**src/rtl/control_loop_dac_out_if.sv**
```systemverilog
// Handshake and data bundle between the control-loop math block, this DAC
// output stage and the DAC SPI master.
interface control_loop_dac_out_if #(
  parameter int OUT_WHOLE    = 20,
  parameter int OUT_FRAC     = 40,
  parameter int DAC_DATA_WID = 20,
  parameter int SCALE_WID    = 24
);
  logic [OUT_WHOLE+OUT_FRAC-1:0] adj_val;
  logic                          adj_valid;
  logic                          adj_ack;
  logic [SCALE_WID-1:0]          scale;
  logic                          spi_arm;
  logic                          spi_finished;
  logic [DAC_DATA_WID+3:0]       spi_word;
  logic [DAC_DATA_WID-1:0]       dac_code;
  logic                          saturated;
  logic                          busy;

  // Side that feeds the stage: math block plus SPI master
  modport master (
    output adj_val, adj_valid, scale, spi_finished,
    input  adj_ack, spi_arm, spi_word, dac_code, saturated, busy
  );

  // The DAC output stage itself
  modport slave (
    input  adj_val, adj_valid, scale, spi_finished,
    output adj_ack, spi_arm, spi_word, dac_code, saturated, busy
  );
endinterface

```
**src/rtl/control_loop_dac_out.sv**
```systemverilog
// DAC output stage: rounds the math block's fixed-point adjustment to whole
// ADC counts, scales it by the ADC->DAC ratio with a bit-serial multiplier,
// clamps to the DAC code range and hands one word to the SPI master.
module control_loop_dac_out #(
  parameter int         OUT_WHOLE    = 20,
  parameter int         OUT_FRAC     = 40,
  parameter int         DAC_DATA_WID = 20,
  parameter int         SCALE_WID    = 24,
  parameter int         SCALE_FRAC   = 20,
  parameter logic [3:0] DAC_CMD      = 4'b0001
) (
  input  logic                  clk,
  input  logic                  rst_L,
  control_loop_dac_out_if.slave bus
);
  localparam int R_WID    = OUT_WHOLE + 1;
  localparam int PROD_WID = OUT_WHOLE + SCALE_WID + 1;
  localparam int CNT_WID  = $clog2(SCALE_WID);
  localparam logic [CNT_WID-1:0] CNT_LAST = CNT_WID'(SCALE_WID - 1);

  typedef enum logic [2:0] {
    S_IDLE, S_LATCH, S_MULT, S_SAT, S_SEND, S_RELEASE, S_ACK
  } state_t;

  state_t                    r_state;
  state_t                    w_state_next;
  logic [OUT_WHOLE-1:0]      r_adj_whole;
  logic                      r_adj_half;
  logic signed [PROD_WID-1:0] r_mcand;
  logic signed [PROD_WID-1:0] r_prod;
  logic [SCALE_WID-1:0]      r_mplier;
  logic [CNT_WID-1:0]        r_cnt;
  logic [DAC_DATA_WID-1:0]   r_dac_code;
  logic [DAC_DATA_WID+3:0]   r_spi_word;
  logic                      r_saturated;
  logic                      r_spi_arm;
  logic                      r_adj_ack;
  logic                      r_busy;

  logic [R_WID-1:0]          w_round;
  logic signed [PROD_WID-1:0] w_shifted;
  logic                      w_fits;
  logic [DAC_DATA_WID-1:0]   w_clamped;
  logic                      w_unused;

  // Only the whole part and the half bit matter for rounding
  assign w_unused = ^bus.adj_val[OUT_FRAC-2:0];

  // Round half toward +inf; one extra bit keeps +max whole plus a half exact
  assign w_round = {r_adj_whole[OUT_WHOLE-1], r_adj_whole} + R_WID'(r_adj_half);

  // Drop the scale's fractional bits (floor), then clamp to the DAC range
  assign w_shifted = r_prod >>> SCALE_FRAC;
  assign w_fits    = (&w_shifted[PROD_WID-1:DAC_DATA_WID-1]) |
                     ~(|w_shifted[PROD_WID-1:DAC_DATA_WID-1]);
  assign w_clamped = w_fits ? w_shifted[DAC_DATA_WID-1:0] :
                     (w_shifted[PROD_WID-1] ? {1'b1, {(DAC_DATA_WID-1){1'b0}}}
                                            : {1'b0, {(DAC_DATA_WID-1){1'b1}}});

  // State register
  always_ff @(posedge clk or negedge rst_L) begin
    if (!rst_L) r_state <= S_IDLE;
    else        r_state <= w_state_next;
  end

  // Next-state logic: one transaction at a time, both handshakes fully closed
  always_comb begin
    w_state_next = r_state;
    case (r_state)
      S_IDLE:    if (bus.adj_valid)     w_state_next = S_LATCH;
      S_LATCH:                          w_state_next = S_MULT;
      S_MULT:    if (r_cnt == CNT_LAST) w_state_next = S_SAT;
      S_SAT:                            w_state_next = S_SEND;
      S_SEND:    if (bus.spi_finished)  w_state_next = S_RELEASE;
      S_RELEASE: if (!bus.spi_finished) w_state_next = S_ACK;
      S_ACK:     if (!bus.adj_valid)    w_state_next = S_IDLE;
      default:                          w_state_next = S_IDLE;
    endcase
  end

  // Handshake outputs registered from the next state so they are glitch-free
  always_ff @(posedge clk or negedge rst_L) begin
    if (!rst_L) begin
      r_spi_arm <= 1'b0;
      r_adj_ack <= 1'b0;
      r_busy    <= 1'b0;
    end else begin
      r_spi_arm <= (w_state_next == S_SEND);
      r_adj_ack <= (w_state_next == S_ACK);
      r_busy    <= (w_state_next != S_IDLE);
    end
  end

  // Datapath: capture, round, shift-add multiply, clamp
  always_ff @(posedge clk or negedge rst_L) begin
    if (!rst_L) begin
      r_adj_whole <= '0;
      r_adj_half  <= 1'b0;
      r_mcand     <= '0;
      r_prod      <= '0;
      r_mplier    <= '0;
      r_cnt       <= '0;
      r_dac_code  <= '0;
      r_saturated <= 1'b0;
      r_spi_word  <= {DAC_CMD, {DAC_DATA_WID{1'b0}}};
    end else begin
      case (r_state)
        S_IDLE: begin
          if (bus.adj_valid) begin
            r_adj_whole <= bus.adj_val[OUT_WHOLE+OUT_FRAC-1:OUT_FRAC];
            r_adj_half  <= bus.adj_val[OUT_FRAC-1];
          end
        end
        S_LATCH: begin
          r_mcand  <= {{(PROD_WID-R_WID){w_round[R_WID-1]}}, w_round};
          r_mplier <= bus.scale;
          r_prod   <= '0;
          r_cnt    <= '0;
        end
        S_MULT: begin
          if (r_mplier[0]) r_prod <= r_prod + r_mcand;
          r_mcand  <= r_mcand <<< 1;
          r_mplier <= r_mplier >> 1;
          r_cnt    <= r_cnt + 1'b1;
        end
        S_SAT: begin
          r_dac_code  <= w_clamped;
          r_saturated <= ~w_fits;
          r_spi_word  <= {DAC_CMD, w_clamped};
        end
        default: ;
      endcase
    end
  end

  assign bus.adj_ack   = r_adj_ack;
  assign bus.spi_arm   = r_spi_arm;
  assign bus.spi_word  = r_spi_word;
  assign bus.dac_code  = r_dac_code;
  assign bus.saturated = r_saturated;
  assign bus.busy      = r_busy;
endmodule

```
**src/flat_wrapper.sv**
```systemverilog
// flat-port wrapper written by rule: the top's interface ports become plain ports
module control_loop_dac_out_flat 
#(
  parameter int         OUT_WHOLE    = 20,
  parameter int         OUT_FRAC     = 40,
  parameter int         DAC_DATA_WID = 20,
  parameter int         SCALE_WID    = 24,
  parameter int         SCALE_FRAC   = 20,
  parameter logic [3:0] DAC_CMD      = 4'b0001
)
  (clk, rst_L, bus_adj_val, bus_adj_valid, bus_scale, bus_spi_finished, bus_adj_ack, bus_spi_arm, bus_spi_word, bus_dac_code, bus_saturated, bus_busy);
  control_loop_dac_out_if #(.OUT_WHOLE(OUT_WHOLE), .OUT_FRAC(OUT_FRAC), .DAC_DATA_WID(DAC_DATA_WID), .SCALE_WID(SCALE_WID)) bus_i ();
  input  logic clk;
  input  logic rst_L;
  input wire logic [$bits(bus_i.adj_val)-1:0] bus_adj_val;
  input wire logic [$bits(bus_i.adj_valid)-1:0] bus_adj_valid;
  input wire logic [$bits(bus_i.scale)-1:0] bus_scale;
  input wire logic [$bits(bus_i.spi_finished)-1:0] bus_spi_finished;
  output wire logic [$bits(bus_i.adj_ack)-1:0] bus_adj_ack;
  output wire logic [$bits(bus_i.spi_arm)-1:0] bus_spi_arm;
  output wire logic [$bits(bus_i.spi_word)-1:0] bus_spi_word;
  output wire logic [$bits(bus_i.dac_code)-1:0] bus_dac_code;
  output wire logic [$bits(bus_i.saturated)-1:0] bus_saturated;
  output wire logic [$bits(bus_i.busy)-1:0] bus_busy;
  assign bus_i.adj_val = bus_adj_val;
  assign bus_i.adj_valid = bus_adj_valid;
  assign bus_i.scale = bus_scale;
  assign bus_i.spi_finished = bus_spi_finished;
  assign bus_adj_ack = bus_i.adj_ack;
  assign bus_spi_arm = bus_i.spi_arm;
  assign bus_spi_word = bus_i.spi_word;
  assign bus_dac_code = bus_i.dac_code;
  assign bus_saturated = bus_i.saturated;
  assign bus_busy = bus_i.busy;
  control_loop_dac_out #(.OUT_WHOLE(OUT_WHOLE), .OUT_FRAC(OUT_FRAC), .DAC_DATA_WID(DAC_DATA_WID), .SCALE_WID(SCALE_WID), .SCALE_FRAC(SCALE_FRAC), .DAC_CMD(DAC_CMD)) u_core (.clk(clk), .rst_L(rst_L), .bus(bus_i));
endmodule
```
**config.mk**
```make
export PLATFORM = sky130hd
export DESIGN_NAME = control_loop_dac_out_flat
export DESIGN_NICKNAME = d
export VERILOG_FILES = /design/src/rtl/control_loop_dac_out_if.sv /design/src/rtl/control_loop_dac_out.sv /design/src/flat_wrapper.sv
export SDC_FILE = /design/constraint.sdc
export NUM_CORES = 1
export LEC_CHECK = 0
export BUFFER_PORTS_ARGS = -buffer_cell sky130_fd_sc_hd__buf_2
export CELL_PAD_IN_SITES_DETAIL_PLACEMENT = 0
export CELL_PAD_IN_SITES_GLOBAL_PLACEMENT = 1
export CORE_MARGIN = 2
export CORE_UTILIZATION = 44
export DETAILED_ROUTE_END_ITERATION = 16
export PLACE_DENSITY = 0.88
export SYNTH_ARGS = -nofsm -noshare
export SYNTH_HDL_FRONTEND = slang
export SYNTH_SLANG_ARGS = --single-unit
```
**constraint.sdc**
```tcl
create_clock -name clk -period 3.5 [get_ports clk]
set_input_delay 0.7 -clock clk [delete_from_list [all_inputs] [get_ports clk]]
set_output_delay 0.7 -clock clk [all_outputs]
set_load 0.01 [all_outputs]
```
Word level (Yosys, flattened, before mapping)
Index checks and enable logic that the tools add are counted.
{"block": "word_totals", "ff_bits": 167, "in_bits": 88, "word_cells": 48, "out_inout_bits": 48}
{"block": "classes", "n_reduce_logical": 7, "muxes": 13, "n_eq_ne": 10, "addsub": 3, "n_bitwise": 3}
{"cell": "45-bit one-hot mux with 2 select lines", "count": 2}
{"cell": "24-bit one-hot mux with 2 select lines", "count": 1}
{"cell": "45-bit adder", "count": 1}
{"cell": "45-bit two-way mux", "count": 1}
{"cell": "20-bit two-way mux", "count": 2}
{"cell": "20-bit by 2-bit adder with 21-bit output", "count": 1}
{"cell": "3-bit one-hot mux with 7 select lines", "count": 1}
{"cell": "3-bit equality test (second input constant)", "count": 5}
{"cell": "3-bit two-way mux", "count": 5}
{"cell": "5-bit one-hot mux with 2 select lines", "count": 1}
{"cell": "3-bit by 2-bit equality test with 1-bit output (second input constant)", "count": 2}
{"cell": "6-bit AND reduction", "count": 1}
{"cell": "6-bit OR reduction", "count": 1}
{"cell": "5-bit by 1-bit adder with 5-bit output (second input constant)", "count": 1}
{"cell": "5-bit equality test (second input constant)", "count": 1}
{"cell": "2-bit AND reduction", "count": 2}
{"cell": "3-bit by 1-bit equality test with 1-bit output (second input constant)", "count": 1}
{"cell": "3-bit zero test", "count": 1}
{"cell": "3-bit nonzero test", "count": 1}
{"cell": "2-bit by 1-bit inequality test with 1-bit output (second input constant)", "count": 1}
{"cell": "1-bit NOT", "count": 2}
{"cell": "2-bit nonzero test", "count": 1}
{"cell": "1-bit OR", "count": 1}

Depth between registers and ports, before layout
Gate-level depths: netlist of run 1.
{"block": "logic_depth", "ltp_word": 4, "mapped_depth": 13, "mapped_depth_nobuf": 13}

Least setup slack after synthesis of run 1
No wires, ideal clock.
{"block": "synth_timing", "kind": "flip-flop to flip-flop", "start": "reg u_core.r_mcand[0]", "end": "reg u_core.r_prod[36]", "period_less_slack_ps": 2663, "required_time_ps": 3372, "path_stages_with_launch": 14, "arrival_ps": 2534, "setup_slack_ps": 837, "setup_ps": 128, "path_buffers": 0, "path_cell_list": "dfrtp_1 -> ha_1 -> inv_1 -> fa_1 -> nand2b_1 -> a21oi_1 -> o21ai_1 -> a31oi_1 -> o211ai_1 -> a211oi_2 -> o21ai_1 -> o31ai_1 -> xnor2_1 -> o21ai_1"}
{"block": "synth_via", "elab_chain_len": 3}
{"element": "from (decl)", "line": "control_loop_dac_out.sv:29", "source": "logic signed [PROD_WID-1:0] r_mcand;"}
{"element": "from (signal assigned)", "line": "control_loop_dac_out.sv:115", "source": "r_mcand <= {{(PROD_WID-R_WID){w_round[R_WID-1]}}, w_round};"}
{"element": "from (signal assigned)", "line": "control_loop_dac_out.sv:122", "source": "r_mcand <= r_mcand <<< 1;"}
{"element": "45-bit adder", "line": "control_loop_dac_out.sv:121", "source": "if (r_mplier[0]) r_prod <= r_prod + r_mcand;"}
{"element": "45-bit two-way mux", "line": "control_loop_dac_out.sv:121"}
{"element": "45-bit one-hot mux with 2 select lines", "line": "control_loop_dac_out.sv:107", "source": "case (r_state)"}
{"element": "to (signal assigned)", "line": "control_loop_dac_out.sv:121"}
{"element": "to (decl)", "line": "control_loop_dac_out.sv:30", "source": "logic signed [PROD_WID-1:0] r_prod;"}
Every way passes these cells. The select of a mux whose other input is x is not followed.
A chain may end at the register's enable or synchronous reset.

Worst setup path after layout of run 1
Ends and elaborated chain as after synthesis.

==> flow_summary.json, run 1 <==
{
  "outcome": "finished, final reports clean",
  "placementRows": 53,
  "ys_types": 61,
  "syn_inst": 989,
  "vdd_ir_drop_max_uv": 540,
  "rsz0062_at_grt": "false",
  "numPortBuffers": 92,
  "yosysWarningCount": 0,
  "ant_nets": 0,
  "dr.pass1.iters": 5,
  "grt_pass1_vias": 7143,
  "fillers": 2007,
  "grt_usage": 0.192,
  "fin_ws_ns": 0.419,
  "finalSetupViolations": 0,
  "path_buf_inv": 1,
  "clock.fmax_mhz": 325,
  "ys_seq_area_frac": 0.446,
  "cts_resized": 0,
  "viasPerCell": 5.62,
  "ys.flop_type": "dfrtp_1",
  "skew_ns": 0.00993,
  "synth-seq-cells": 167,
  "die_h_um": 150,
  "tightestPinTransition_ns": 1.01,
  "drc_errors": 0,
  "slew_headroom": 0.329,
  "die_w_um": 150,
  "synth.largest_area_cell": "dfrtp_1",
  "synth_common_cells": "dfrtp_1 (167), nand2_1 (128), o21ai_0 (87), a21oi_1 (74), nand3_1 (62)",
  "avgRoutedWirePerCell_um": 15.3,
  "setup.worst_path.end_class": "flip-flop",
  "clockRootBuffer": "clkbuf_16",
  "grt_pass1_wl_mm": 34.9,
  "maxSlewViolCount": 0,
  "clock_sinks": 167,
  "seq_area_mm2": 0.00418,
  "synth_edf_count": 0,
  "yosysTopAreaCellShare": 0.446,
  "cellLeakagePower_nw": 4.95,
  "antenna_found_initial": 0,
  "first_iter_violations": 398,
  "synthTopCellsByArea": "dfrtp_1 (45%), ha_1 (6.3%), nand2_1 (5.1%)",
  "yosysMostFrequentCell": "dfrtp_1",
  "area_growth_pct": 13.0,
  "required_ns": 3.81,
  "drt_wl_total_mm": 20.3,
  "cts.hold.buffers_added": 0,
  "io_pins": 136,
  "cts_max_level": 4,
  "cp_common_cell": "o21ai_1",
  "hold_class": "primary input to asynchronous set/reset pin",
  "overflow": 0,
  "pre_cts_ws_ns": 0.423,
  "nets": 1176,
  "cts_tree": "yes",
  "place.gp.congestion": 0.844,
  "min_period_ns": 3.08,
  "tns_ns": 0,
  "insertion_delay_ns": 0.43,
  "cts_made_buffers": 17,
  "dieArea_mm2": 0.0225,
  "grt_max_degree": 75,
  "cts.path.max_buffers": 2,
  "hold_slack_ns": 0.278,
  "synth_area_mm2": 0.00937,
  "finalHoldViolations": 0,
  "n_antenna_cell": 0,
  "initial_core_util": 0.447,
  "crit_chain": "ha_1 > inv_1 > fa_1 > nand2b_1 > a21oi_1 > o21ai_1 > a31oi_1 > o211ai_1 > a211oi_2 > o21ai_1 > o31ai_1 > xnor2_1 > o21ai_1",
  "async_flop_share": 1.00,
  "core_area_mm2": 0.0210,
  "worstPathMaxFanout": 4,
  "syn_avg_cell_area_um2": 9.47,
  "clk_pin_slew_worst_paths_ns": 0.07,
  "worstPathArrival_ns": 3.39,
  "pwr_density_cell_mw_per_mm2": 971,
  "dp_hpwl_mm": 14.1,
  "drive_gt1_frac": 0.172,
  "slowest_delay_ns": 0.38,
  "worst-setup-path-type": "flip-flop to flip-flop",
  "cts_setup_buffers": 0,
  "multi_input_area_mm2": 0.00479,
  "period_share": 0.880,
  "path_delay_family": "compound AO/OA/AOI/OAI gates",
  "max-cap-violations": 0,
  "slowest_stage": "dfrtp_1",
  "route.vias.total": 7464,
  "startpoint_type": "flip-flop"
}
## path summary, 6_finish.rpt
kind                                           start                      to  slack, ns  cells past startpoint
worst min register to register  u_core.bus.saturated    u_core.bus.saturated       0.47                      2
max in group asynchronous                      rst_L      u_core.r_mplier[2]       2.47                      2
worst max-delay path               u_core.r_mcand[0]       u_core.r_prod[36]       0.42                     13
min in group clk                u_core.bus.saturated    u_core.bus.saturated       0.47                      2
worst max register to register     u_core.r_mcand[0]       u_core.r_prod[36]       0.42                     13
worst min-delay path                           rst_L  u_core.bus.dac_code[2]       0.28                      1
## metal layers
layer | global-route usage | part of all wire | routed length [um]
met1 | 0.268 | 0.49 | 9950
met2 | 0.305 | 0.45 | 9140
met3 | 0.0402 | 0.047 | 956
met4 | 0.0462 | 0.010 | 211
met5 | 0 | 0 | 0
## stage by stage
step                      cell area (um^2)  utilization  cells  power (mW)
after floorplan                       9370            -    991        7.15
after global placement                9970        0.476   1296        8.20
after detailed placement              9970        0.476   1296        8.34
after CTS                            10600        0.505   1328        10.3
after global routing                 10600        0.505   1328        11.2
final                                10600        0.505   1328        10.3
## logic make-up after synthesis
kind of cell | after synthesis | synth area share
AOI/OAI and AO/OA | 315 | 0.218
xor gates and xnor gates | 55 | 0.0514
adders and majority gates | 48 | 0.0649
buffers and inverters | 91 | 0.0462
DFF | 167 | 0.446
muxes | 24 | 0.0286
other | 2 | 0.000802
and+or+nand+nor | 287 | 0.143
## state kept, by name (all words and copies together) (netlist names)
signal                cells
u_core.r_adj_half         1
u_core.r_mcand           45
u_core.r_prod            45
u_core.bus.dac_code      20
u_core.r_mplier          24
u_core.bus.adj_ack        1
u_core.bus.saturated      1
u_core.r_cnt              5
u_core.r_adj_whole       20
u_core.bus.spi_arm        1
u_core.r_state            3
u_core.bus.busy           1
## placed cells by master (no fill, tap or decap), types with 3 or more instances in the layout
cell type and n:
a221o_1 28, xor2_1 27, a22o_1 3, a211oi_2 3
nor3_1 11, inv_1 13, nand2b_1 7, nand3b_1 3
a22oi_1 39, o211ai_1 7, buf_4 14, nand2_1 127
nand3_1 62, a31oi_1 4, nor2b_1 7, dfrtp_1 167
ha_1 47, nand4_1 15, mux2_2 22, and3_1 7
a21o_1 22, conb_1 4, inv_6 5, or2_2 4
clkbuf_16 17, a31o_1 3, nor2_1 25, inv_8 3
xnor2_1 28, buf_2 91, o21ai_0 87, a21oi_1 74
o21ai_1 20, or3_1 5
## layout make-up
class / count / share of cell area
Inverter: 13 / 0.00461
Clock buffer: 17 / 0.0402
Tap cell: 275 / 0.0325
Multi-Input combinational cell: 733 / 0.453
Sequential cell: 167 / 0.395
Clock inverter: 15 / 0.0173
Timing Repair Buffer: 108 / 0.0578
## power breakdown
| group | total, mW | internal [mW] | switching, mW |
|---|---|---|---|
| Clock | 1.96 | 1.08 | 0.877 |
| Sequential | 3.49 | 2.78 | 0.710 |
| Combinational | 4.82 | 2.01 | 2.81 |
Note: power is estimated with default switching activity, not from simulation.
==> run 2: changes to the inputs <==
--- a/config.mk
+++ b/config.mk
@@ -12,6 +12,7 @@
 export CORE_UTILIZATION = 44
 export DETAILED_ROUTE_END_ITERATION = 16
 export PLACE_DENSITY = 0.88
+export REMOVE_ABC_BUFFERS = 1
 export SYNTH_ARGS = -nofsm -noshare
 export SYNTH_HDL_FRONTEND = slang
 export SYNTH_SLANG_ARGS = --single-unit
==> run 2 against run 1 <==
Net effect:
- clock-buffer cell count grew 1
- global-route usage shrank 0.73 points
- largest cell class unchanged
- first-iteration DRC count shrank 12%
- total power shrank 1.9%
- sequential share of layout area grew 0.17 points
- critical endpoint is now u_core.r_prod[43]
- combinational power is essentially flat
==> flow_summary.json, run 2 (synthesis gave the netlist of run 1 again) <==
{
  "core_area_mm2": 0.0210,
  "area_growth_pct": 12.5,
  "tightestPinTransition_ns": 0.935,
  "route.vias.total": 7308,
  "insertion_delay_ns": 0.44,
  "slowest_stage": "a2111oi_4",
  "dieArea_mm2": 0.0225,
  "slowest_delay_ns": 0.44,
  "dp_hpwl_mm": 13.8,
  "io_pins": 136,
  "hold_class": "primary input to asynchronous set/reset pin",
  "pwr_density_cell_mw_per_mm2": 957,
  "min_period_ns": 3.12,
  "skew_ns": 0.0104,
  "cts_setup_buffers": 0,
  "worstPathArrival_ns": 3.44,
  "max-cap-violations": 0,
  "worst-setup-path-type": "flip-flop to flip-flop",
  "path_delay_family": "compound AO/OA/AOI/OAI gates",
  "grt_pass1_wl_mm": 33.8,
  "viasPerCell": 5.50,
  "hold_slack_ns": 0.322,
  "cp_common_cell": "a211o_1",
  "die_w_um": 150,
  "drt-met1-wl_mm": 9.72,
  "crit_chain": "ha_1 > o21a_1 > o211ai_1 > a211o_1 > a2111oi_4 > a211oi_2 > o31ai_1 > a21oi_1 > o21ai_2 > nor2_1 > a211o_1",
  "outcome": "finished, final reports clean",
  "grt_max_degree": 85,
  "met3_wirelength_um": 600,
  "required_ns": 3.82,
  "drc_errors": 0,
  "period_share": 0.890,
  "initial_core_util": 0.447,
  "finalHoldViolations": 0,
  "path_buf_inv": 0,
  "worstPathMaxFanout": 5,
  "place.gp.congestion": 0.856,
  "nets": 1177,
  "placementRows": 53,
  "cellLeakagePower_nw": 4.94,
  "cts.path.max_buffers": 2,
  "drive_gt1_frac": 0.173,
  "grt_pass1_vias": 7033,
  "finalSetupViolations": 0,
  "ant_nets": 0,
  "reg_top3": "u_core.r_mcand x45, u_core.r_prod x45, u_core.r_mplier x24",
  "slew_headroom": 0.377,
  "drt_wl_total_mm": 19.8,
  "numPortBuffers": 92,
  "die_h_um": 150,
  "met2WireLength_mm": 9.34,
  "rsz0062_at_grt": "false",
  "r2r_slack_ns": 0.38,
  "vdd_ir_drop_max_uv": 452,
  "fillers": 1993,
  "cts.hold.buffers_added": 0,
  "cts_made_buffers": 17,
  "maxSlewViolCount": 0,
  "first_iter_violations": 352,
  "cts_resized": 0,
  "setup.worst_path.end_class": "flip-flop",
  "n_antenna_cell": 0,
  "mostFrequentLayoutCell": "dfrtp_1",
  "clock.fmax_mhz": 321,
  "grt_usage": 0.184,
  "maxUsedRoutingLayer": "met4",
  "startpoint_type": "flip-flop",
  "avgRoutedWirePerCell_um": 14.9,
  "dr.pass1.iters": 4,
  "layout_common_cells": "dfrtp_1 (167), nand2_1 (127), buf_2 (91)",
  "clockRootBuffer": "clkbuf_16",
  "antenna_found_initial": 0,
  "cts_tree": "yes",
  "tns_ns": 0,
  "clk_pin_slew_worst_paths_ns": 0.07,
  "cts_max_level": 4,
  "overflow": 0,
  "clock_sinks": 167
}
run 2: cell count changes in the layout (fill, tap and decap cells not counted), sizes merged:
| cell | change |
|---|---|
| inv | +2 |
| clkinv | -1 |
| bufinv | -2 |
| buf | +1 |
| clkbuf | +1 |
run 2: metal layers:
layer	up-vias	global-route usage
li1	3695	-
met4	0	0.0429
met5	-	0
met3	12	0.0418
met2	107	0.299
met1	3494	0.252
run 2: stage by stage:
stage               instances  setup slack (ns)  cell area (um^2)   util  power [mW]
global route             1329            0.0672             10500  0.503        11.0
detailed placement       1297             0.377              9970  0.476        8.31
floorplan                 913             -5.44              8990      -        6.95
CTS                      1329             0.348             10500  0.503        10.2
global placement         1297             0.444              9970  0.476        8.21
finish                   1329             0.385             10500  0.503        10.1
run 2: layout make-up:
class	count	area [um^2]	area share
Sequential cell	167	4180	0.397
Tap cell	275	344	0.0327
Timing Repair Buffer	109	607	0.0576
Clock inverter	14	129	0.0122
Multi-Input combinational cell	733	4790	0.454
Clock buffer	18	439	0.0417
Inverter	13	48.8	0.00463
run 2: where the power goes:
part	switching (mW)	internal (mW)	leakage, nW
Combinational	2.79	2.00	2.52
Clock	0.864	0.961	0.278
Sequential	0.674	2.78	2.14
Total	4.33	5.75	4.94
run 2: final timing paths:
path / start / to / depth (start not counted)
max: u_core.r_mcand[5] / u_core.r_prod[43] / 11
min: rst_L / u_core.bus.dac_code[4] / 1
max reg2reg: u_core.r_mcand[5] / u_core.r_prod[43] / 11
min reg2reg: u_core.bus.saturated / u_core.bus.saturated / 2
max in group asynchronous: rst_L / u_core.r_cnt[1] / 2
min in group clk: bus_adj_val[56] / u_core.r_adj_whole[16] / 3
